<file path="src/rtl/rv32ima_pkg.sv">
// Shared types for the sequential divider: operation and FSM state
// encodings, the common operand width, and small op-decoding helpers.
package rv32ima_pkg;

  localparam int BIT_WIDTH = 32;

  typedef enum logic [1:0] {
    OP_DIV  = 2'b00,
    OP_DIVU = 2'b01,
    OP_REM  = 2'b10,
    OP_REMU = 2'b11
  } div_op_t;

  typedef enum logic [2:0] {
    ST_IDLE = 3'd0,
    ST_PREP = 3'd1,
    ST_CALC = 3'd2,
    ST_FIX  = 3'd3,
    ST_DONE = 3'd4
  } div_state_t;

  // True for the two's-complement operations (DIV, REM).
  function automatic logic op_is_signed(input div_op_t op);
    return (op == OP_DIV) || (op == OP_REM);
  endfunction

  // True when the remainder, not the quotient, is the result.
  function automatic logic op_is_rem(input div_op_t op);
    return (op == OP_REM) || (op == OP_REMU);
  endfunction

endpackage

</file>
<file path="src/rtl/div_step.sv">
// One restoring radix-2 division iteration, purely combinational.
// quo_i carries the not-yet-consumed dividend bits at the top and the
// quotient bits produced so far at the bottom; each step consumes the
// dividend MSB and shifts one quotient bit in at the LSB.
module div_step
  import rv32ima_pkg::*;
#(
  parameter int WIDTH = BIT_WIDTH
) (
  input  logic [WIDTH-1:0] rem_i,
  input  logic [WIDTH-1:0] quo_i,
  input  logic [WIDTH-1:0] div_i,
  output logic [WIDTH-1:0] rem_o,
  output logic [WIDTH-1:0] quo_o
);

  logic [WIDTH:0] shifted_s;
  logic [WIDTH:0] diff_s;

  // Shift in the next dividend bit, trial-subtract, restore on borrow.
  always_comb begin
    shifted_s = {rem_i, quo_i[WIDTH-1]};
    diff_s    = shifted_s - {1'b0, div_i};
    if (diff_s[WIDTH] == 1'b0) begin
      rem_o = diff_s[WIDTH-1:0];
      quo_o = {quo_i[WIDTH-2:0], 1'b1};
    end else begin
      rem_o = shifted_s[WIDTH-1:0];
      quo_o = {quo_i[WIDTH-2:0], 1'b0};
    end
  end

endmodule

</file>
<file path="src/rtl/div_seq.sv">
// Sequential restoring divider for DIV/DIVU/REM/REMU with valid/ready
// handshakes on request and response, plus flush.
// Optional feature macro: DIV_SEQ_EARLY_OUT_EN -- when defined, divide-by-
// zero and signed overflow are resolved in PREP and jump straight to DONE.
module div_seq
  import rv32ima_pkg::*;
#(
  parameter int WIDTH = BIT_WIDTH
) (
  input  logic             clk,
  input  logic             rst,
  input  logic             req_valid,
  output logic             req_ready,
  input  logic [1:0]       req_op,
  input  logic [WIDTH-1:0] req_a,
  input  logic [WIDTH-1:0] req_b,
  output logic             resp_valid,
  input  logic             resp_ready,
  output logic [WIDTH-1:0] resp_data,
  input  logic             flush,
  output logic             busy
);

  localparam logic [4:0] CNT_LAST = 5'(WIDTH - 1);

  div_state_t       state_q, state_d, state_nx_s;
  div_op_t          op_q, op_d;
  logic [WIDTH-1:0] quo_q, quo_d;   // dividend in, quotient out
  logic [WIDTH-1:0] rem_q, rem_d;   // partial remainder
  logic [WIDTH-1:0] dvs_q, dvs_d;   // divisor (magnitude after PREP)
  logic [WIDTH-1:0] res_q, res_d;   // response register
  logic [4:0]       cnt_q, cnt_d;
  logic             q_neg_q, q_neg_d;
  logic             r_neg_q, r_neg_d;

  logic [WIDTH-1:0] step_rem_s;
  logic [WIDTH-1:0] step_quo_s;
  logic             a_neg_s;
  logic             b_neg_s;
  logic             b_zero_s;
  logic [WIDTH-1:0] q_fix_s;
  logic [WIDTH-1:0] r_fix_s;
`ifdef DIV_SEQ_EARLY_OUT_EN
  logic             ovf_s;
`endif

  div_step #(.WIDTH(WIDTH)) u_step (
    .rem_i (rem_q),
    .quo_i (quo_q),
    .div_i (dvs_q),
    .rem_o (step_rem_s),
    .quo_o (step_quo_s)
  );

  // Next-state and datapath computation for every FSM state.
  always_comb begin
    state_nx_s = state_q;
    op_d       = op_q;
    quo_d      = quo_q;
    rem_d      = rem_q;
    dvs_d      = dvs_q;
    res_d      = res_q;
    cnt_d      = cnt_q;
    q_neg_d    = q_neg_q;
    r_neg_d    = r_neg_q;

    a_neg_s  = op_is_signed(op_q) & quo_q[WIDTH-1];
    b_neg_s  = op_is_signed(op_q) & dvs_q[WIDTH-1];
    b_zero_s = (dvs_q == {WIDTH{1'b0}});
    q_fix_s  = q_neg_q ? (-quo_q) : quo_q;
    r_fix_s  = r_neg_q ? (-rem_q) : rem_q;
`ifdef DIV_SEQ_EARLY_OUT_EN
    ovf_s    = op_is_signed(op_q)
             & (quo_q == {1'b1, {(WIDTH-1){1'b0}}})
             & (dvs_q == {WIDTH{1'b1}});
`endif

    case (state_q)
      ST_IDLE: begin
        // Latching is gated by flush so a flushed request leaves no trace.
        if (req_valid && !flush) begin
          op_d       = div_op_t'(req_op);
          quo_d      = req_a;
          dvs_d      = req_b;
          state_nx_s = ST_PREP;
        end else begin
          state_nx_s = ST_IDLE;
        end
      end
      ST_PREP: begin
        quo_d   = a_neg_s ? (-quo_q) : quo_q;
        dvs_d   = b_neg_s ? (-dvs_q) : dvs_q;
        rem_d   = {WIDTH{1'b0}};
        // A zero divisor yields an all-ones magnitude quotient, which must
        // stay all ones, so its sign is never applied.
        q_neg_d = (a_neg_s ^ b_neg_s) & ~b_zero_s;
        r_neg_d = a_neg_s;
        cnt_d   = CNT_LAST;
        state_nx_s = ST_CALC;
`ifdef DIV_SEQ_EARLY_OUT_EN
        if (b_zero_s) begin
          res_d      = op_is_rem(op_q) ? quo_q : {WIDTH{1'b1}};
          state_nx_s = ST_DONE;
        end else if (ovf_s) begin
          res_d      = op_is_rem(op_q) ? {WIDTH{1'b0}} : quo_q;
          state_nx_s = ST_DONE;
        end else begin
          state_nx_s = ST_CALC;
        end
`endif
      end
      ST_CALC: begin
        rem_d = step_rem_s;
        quo_d = step_quo_s;
        if (cnt_q == 5'd0) begin
          state_nx_s = ST_FIX;
        end else begin
          cnt_d = cnt_q - 5'd1;
        end
      end
      ST_FIX: begin
        res_d      = op_is_rem(op_q) ? r_fix_s : q_fix_s;
        state_nx_s = ST_DONE;
      end
      ST_DONE: begin
        if (resp_ready) begin
          state_nx_s = ST_IDLE;
        end else begin
          state_nx_s = ST_DONE;
        end
      end
      default: begin
        state_nx_s = ST_IDLE;
      end
    endcase

    // Flush wins over any transition, including a DONE handshake.
    if (flush) begin
      state_d = ST_IDLE;
    end else begin
      state_d = state_nx_s;
    end
  end

  // State and datapath registers with synchronous reset.
  always_ff @(posedge clk) begin
    if (rst) begin
      state_q <= ST_IDLE;
      op_q    <= OP_DIV;
      quo_q   <= {WIDTH{1'b0}};
      rem_q   <= {WIDTH{1'b0}};
      dvs_q   <= {WIDTH{1'b0}};
      res_q   <= {WIDTH{1'b0}};
      cnt_q   <= 5'd0;
      q_neg_q <= 1'b0;
      r_neg_q <= 1'b0;
    end else begin
      state_q <= state_d;
      op_q    <= op_d;
      quo_q   <= quo_d;
      rem_q   <= rem_d;
      dvs_q   <= dvs_d;
      res_q   <= res_d;
      cnt_q   <= cnt_d;
      q_neg_q <= q_neg_d;
      r_neg_q <= r_neg_d;
    end
  end

  // Handshake and status outputs decode directly from the state register.
  always_comb begin
    req_ready  = (state_q == ST_IDLE);
    resp_valid = (state_q == ST_DONE);
    busy       = (state_q != ST_IDLE);
    resp_data  = res_q;
  end

endmodule

</file>
<file path="config.mk">
export PLATFORM = sky130hd
export DESIGN_NAME = div_seq
export DESIGN_NICKNAME = d
export VERILOG_FILES = /design/src/rtl/rv32ima_pkg.sv /design/src/rtl/div_step.sv /design/src/rtl/div_seq.sv
export SDC_FILE = /design/constraint.sdc
export NUM_CORES = 1
export LEC_CHECK = 0
export CORE_ASPECT_RATIO = 0.75
export CORE_UTILIZATION = 49
export CTS_CLUSTER_DIAMETER = 40
export DETAILED_ROUTE_END_ITERATION = 8
export DONT_BUFFER_PORTS = 1
export REMOVE_ABC_BUFFERS = 1
export SLEW_MARGIN = 0
export SYNTH_ARGS = -nofsm -noshare
export SYNTH_HDL_FRONTEND = slang
export SYNTH_HIERARCHICAL = 1
export SYNTH_SLANG_ARGS = --single-unit
</file>
<file path="constraint.sdc">
create_clock -name clk -period 4.3 [get_ports clk]
set_input_delay 0.645 -clock clk [delete_from_list [all_inputs] [get_ports clk]]
set_output_delay 0.645 -clock clk [all_outputs]
set_load 0.05 [all_outputs]
</file>
# Word-level counts from Yosys, hierarchy flattened
# Cells that the tools add are included.
# word_totals
elab_cells,65
reg_bits,140
inputBits,71
# op_classes
n_mux,18
reduce_logical,17
n_bitwise,5
eq_ne,11
add_sub_neg,5
# ops
op,count
$mux W32,8
$pmux W32 S2,2
$neg A32 Y32,3
$pmux W32 S3,1
$sub A33 B32 Y33,1
$logic_not A32 Y1,1
$pmux W3 S5,1
$pmux W5 S2,1
$ne A2 B2 Y1 const B,4
$eq A3 B2 Y1 const B,2
$mux W3,2
$reduce_and A3 Y1,2
$reduce_bool A3 Y1,2
$logic_not A5 Y1,1
$mux W5,1
$sub A5 B1 Y5 const B,1
$eq A2 B2 Y1 const B,2
$reduce_and A2 Y1,2
$reduce_bool A2 Y1,2
$and A1 B1 Y1,3
$eq A3 B1 Y1 const B,1
$eq A3 B3 Y1 const B,1
$logic_not A3 Y1,1
$logic_not A2 Y1,1
other kinds (8),10

# Depth between registers and ports, before layout
# Gate-level depths: netlist of run 1.
# logic_depth
depth_word,5
mapped_depth,18
depth_no_buf,16

# Hierarchy
# The synthesis of run 1 kept the hierarchy.
# modules_own_cells
module,cells_each,area_per_inst_um2,seq_area_each_um2,instances
div_seq,1069,8219.1,2802.7,1
div_step,336,2591.2,0.0,1

# Least setup slack after synthesis of run 1
# OpenSTA, ideal clock, no wires.
# synth_timing
kind,reg-to-reg
from,register quo_q[31]
to,register rem_q[10]
path_stages_with_launch,18
synth_period_minus_slack_ns,3.542
setup_time_ns,0.128
path_slack_ns,0.758
arrival_time_ns,3.415
n_path_buf,2
required_time_ns,4.172
cell_sequence,dfxtp_1 > inv_1 > ha_1 > fa_1 > and2b_1 > o2111ai_2 > a21oi_2 > o2111ai_1 > a211oi_2 > nor2_4 > mux2i_4 > and2_4 > buf_12 > inv_8 > buf_12 > mux2_4 > a22oi_1 > nor2_1
# synth_via
elab_chain_cells,3
# synth_lines
element,line_no,text
"start, declared",div_seq.sv:28,"logic [WIDTH-1:0] quo_q, quo_d;"
"start signal, assigned",div_seq.sv:150,quo_q <= {WIDTH{1'b0}};
"start signal, assigned",div_seq.sv:160,quo_q <= quo_d;
$sub A33 B32 Y33,div_step.sv:23,"diff_s = shifted_s - {1'b0, div_i};"
$mux W32,div_step.sv:24,if (diff_s[WIDTH] == 1'b0) begin
via step_rem_s[10],div_seq.sv:36,logic [WIDTH-1:0] step_rem_s;
$pmux W32 S2,div_seq.sv:78,case (state_q)
"end signal, assigned",div_seq.sv:151,rem_q <= {WIDTH{1'b0}};
"end signal, assigned",div_seq.sv:161,rem_q <= rem_d;
"end, declared",div_seq.sv:29,"logic [WIDTH-1:0] rem_q, rem_d;"
# The timed path passes the listed nets, and every way through them passes these cells.
# A chain may end at the register's enable or synchronous reset.

# Worst setup path after layout of run 1
# layout_timing
from,register rem_q[0]
to,register rem_q[17]
# layout_via
elab_chain_cells,3
# layout_lines
element,line_no
$sub A33 B32 Y33,div_step.sv:23
$mux W32,div_step.sv:24
via step_rem_s[17],div_seq.sv:36
$pmux W32 S2,div_seq.sv:78
# The timed path passes the listed nets, and every way through them passes these cells.

==> metrics.txt, run 1 <==
post-route insts no fill=1626; nature of the critical path endpoint=flop; Lkg Pwr=4.40 nW; Crit path required time=4.62 ns; Yosys reg bits=140; Inserted Clock Buffers=17; Worst path slowest cell=dfxtp_1; Post-DRT Antenna Nets=0; root buffer cell=clkbuf_16; WP data arrival=4.10 ns; Post-synth top flop=dfxtp_1; I/O pin cnt=106; DR vias/cell=6.44; Finished Core Util=0.532; core area=21400 sq um; min-delay src=flush; clk buf depth=2; most frequent cells in the layout=177 x nor2_1, 140 x dfxtp_1, 93 x nand2_1, 84 x o21ai_0, 79 x a21oi_1; initial antenna violation count=0; Worst Skew=0.0144 ns; GR Util All Layers=0.284; Yosys cell types=94; setup violators final=0; R2R depth=14; DP Worst Slack=0.578 ns; Die W=174 um; peak supply drop=0.276 mV; port buffer count=0; Syn Inst Count=1405; clk sinks=140; WL/cell=20.0 um; Vias=10474; Post-synth EDFFs=0; DP Wirelength=22700 um; PnR worst setup slack=0.512 ns; Overflow after GRT=0; hold endpoint=state_q[2]$_SDFFE_PP0P_; RR Startpoint=rem_q[0]$_SDFFE_PP0P_; drt total wl=32600 um; number of diodes=0; Hold Path Depth=1; worst-path maximum fanout=24; # rows=46; Post-Syn Area=10800 sq um; DR DRC count=0; post-route cell area=11400 sq um; top cell type by total area after synthesis=dfxtp_1; Die Height=131 um; flop2flop setup slack=0.51 ns; crit start category=flop; post-CTS setup buffers=0; dominant cells by area after synthesis=dfxtp_1 26%, nor2_1 6.1%, ha_1 4.2%; Post-CTS Resized=0; H-Tree Depth=4; pin count of the biggest net entering global routing=127; Tightest Hold Check Type=input pin to flop; DRT Pass-1 Iters=6; slowest stage delay, CP=0.49 ns; top-area cell type share of the netlist area=0.259; yosys warns=6; sequential element share of the synthesized area=0.259; Setup CP Type=flop to flop; Rel. slew slack=0.287; Worst-path clk slew=0.06 ns; Pins Over Slew Limit=0; clock latency on the worst-skew pair=0.44 ns; final setup TNS=0 ns; total power=3.92 mW; Power Dens Cells=344 nW/um^2; Max Clk Rate=264 MHz; initial drt markers=1159; worst path cell trace=inv_1 > fa_1 > and2b_1 > o2111ai_2 > a21oi_2 > o2111ai_1 > a211oi_2 > nor2_4 > mux2i_4 > and2_4 > inv_8 > mux2_4 > a22oi_1 > nor2_1; Max-cap violations=0; GP Congestion=0.918; RSZ-0062 raised after global routing=no; area grow syn2layout=5.30%; die area=22700 sq um; CTS tree=built; endpoints failing hold=0; dpl cell area=10700 sq um; outcome=finished clean; Post-Syn Area per Cell=7.69 sq um; Nets=1433; vias in the first global route=9205; Slew @ Worst Pin=1.07 ns; Min Hold Slack=0.280 ns; share of flip-flops with an asynchronous set or reset=0; share of cells above drive strength 1=0.0912; FF-to-FF End=rem_q[17]$_SDFFE_PP0P_; period utilization=0.881; first-pass GRT wire length=51400 um; commonest non-fill, non-tap cell in the layout=nor2_1; Starting Density=0.505; CTS Hold Bufs=0; placed insts=1594; Final min period=3.79 ns
==> layer usage <==
metal / vias to the layer above / track usage / wire length [um]
li1: 5048 / - / -
met1: 5005 / 0.423 / 16100
met2: 398 / 0.417 / 13600
met3: 23 / 0.0579 / 2550
met4: 0 / 0.0630 / 330
met5: - / 0 / 0
==> Yosys cell counts, types with 7 or more instances <==
library cell and count:
mux2i_1 15, nand2b_1 12, a21oi_1 79, buf_4 34
buf_1 8, nor3_1 45, or3_1 26, a221o_1 8
xor2_1 41, xnor2_1 38, nand2_1 93, or2_2 8
o21a_1 10, a21o_1 22, nor4_1 19, dfxtp_1 140
nand3_1 36, a31oi_1 16, a222oi_1 19, ha_1 36
a22o_1 8, a211oi_1 18, o211ai_1 11, a2bb2oi_1 8
a22oi_1 55, nor2_1 177, clkbuf_1 74, o31ai_1 25
nor2b_1 8, or4_1 12, inv_1 50, nand4_1 17
o311ai_0 7, mux2_4 19, o21ai_0 84
==> kinds of logic (layout without fill, tap and decap cells) <==
kind of cell | Yosys count | in the layout | share of synthesized area
xor gates and xnor gates | 79 | 79 | 0.0640
and+or+nand+nor | 498 | 498 | 0.226
AOI/OAI and AO/OA | 433 | 433 | 0.278
DFF | 140 | 140 | 0.259
adders and majority gates | 37 | 37 | 0.0435
buffers and inverters | 179 | 112 | 0.0824
muxes | 39 | 39 | 0.0465
==> sequential cells by signal, summed over array words and instances, names as in the netlist <==
name       count
cnt_q          5
dvs_q         32
op_q           2
q_neg_q        1
quo_q         32
r_neg_q        1
rem_q         32
resp_data     32
state_q        3
==> worst max-delay path, delay by kind of cell, from the launching register on <==
kind            cells  cell delay (ns)
buf+inv             2             0.24
fa+ha+maj           1             0.45
compound gates      5             1.13
simple gates        4             0.70
flops               1             0.49
mux                 2             0.63
==> worst max-delay path by stage <==
stage,start,endpoint,slack (ns),depth (start not counted)
6_report,rem_q[0]$_SDFFE_PP0P_,rem_q[17]$_SDFFE_PP0P_,0.51,14
5_1_grt,rem_q[0]$_SDFFE_PP0P_,rem_q[27]$_SDFFE_PP0P_,0.26,14
4_1_cts,rem_q[0]$_SDFFE_PP0P_,rem_q[3]$_SDFFE_PP0P_,0.55,14
3_5_place_dp,rem_q[0]$_SDFFE_PP0P_,rem_q[27]$_SDFFE_PP0P_,0.58,14
3_3_place_gp,rem_q[0]$_SDFFE_PP0P_,rem_q[5]$_SDFFE_PP0P_,0.67,14
2_1_floorplan,state_q[0]$_SDFFE_PP0P_,dvs_q[21]$_SDFFE_PP0P_,-0.002,6
==> where the power goes <==
| part | switching (mW) | leakage [nW] | total, mW | internal (mW) |
|---|---|---|---|---|
| clock network | 0.643 | 0.311 | 1.73 | 1.09 |
| logic | 0.456 | 2.95 | 0.764 | 0.307 |
| registers | 0.0834 | 1.14 | 1.43 | 1.34 |
| total | 1.18 | 4.40 | 3.92 | 2.74 |
==> cell type report <==
type / count / area (sq um)
fill: 2147 / 10000
multi-input combinational: 1086 / 7130
sequential: 140 / 2800
clock buffer: 17 / 425
tap: 288 / 360
clock inverter: 15 / 245
timing repair buffer: 29 / 218
inverter: 51 / 199
Power figures use the tool's default switching activity.
==> run 2, diff against run 1 <==
HOLD_SLACK_MARGIN = 0.08   (was not set)
==> results of run 2 <==
Same layout as run 1: the final DEF is identical, and so are final timing and power.
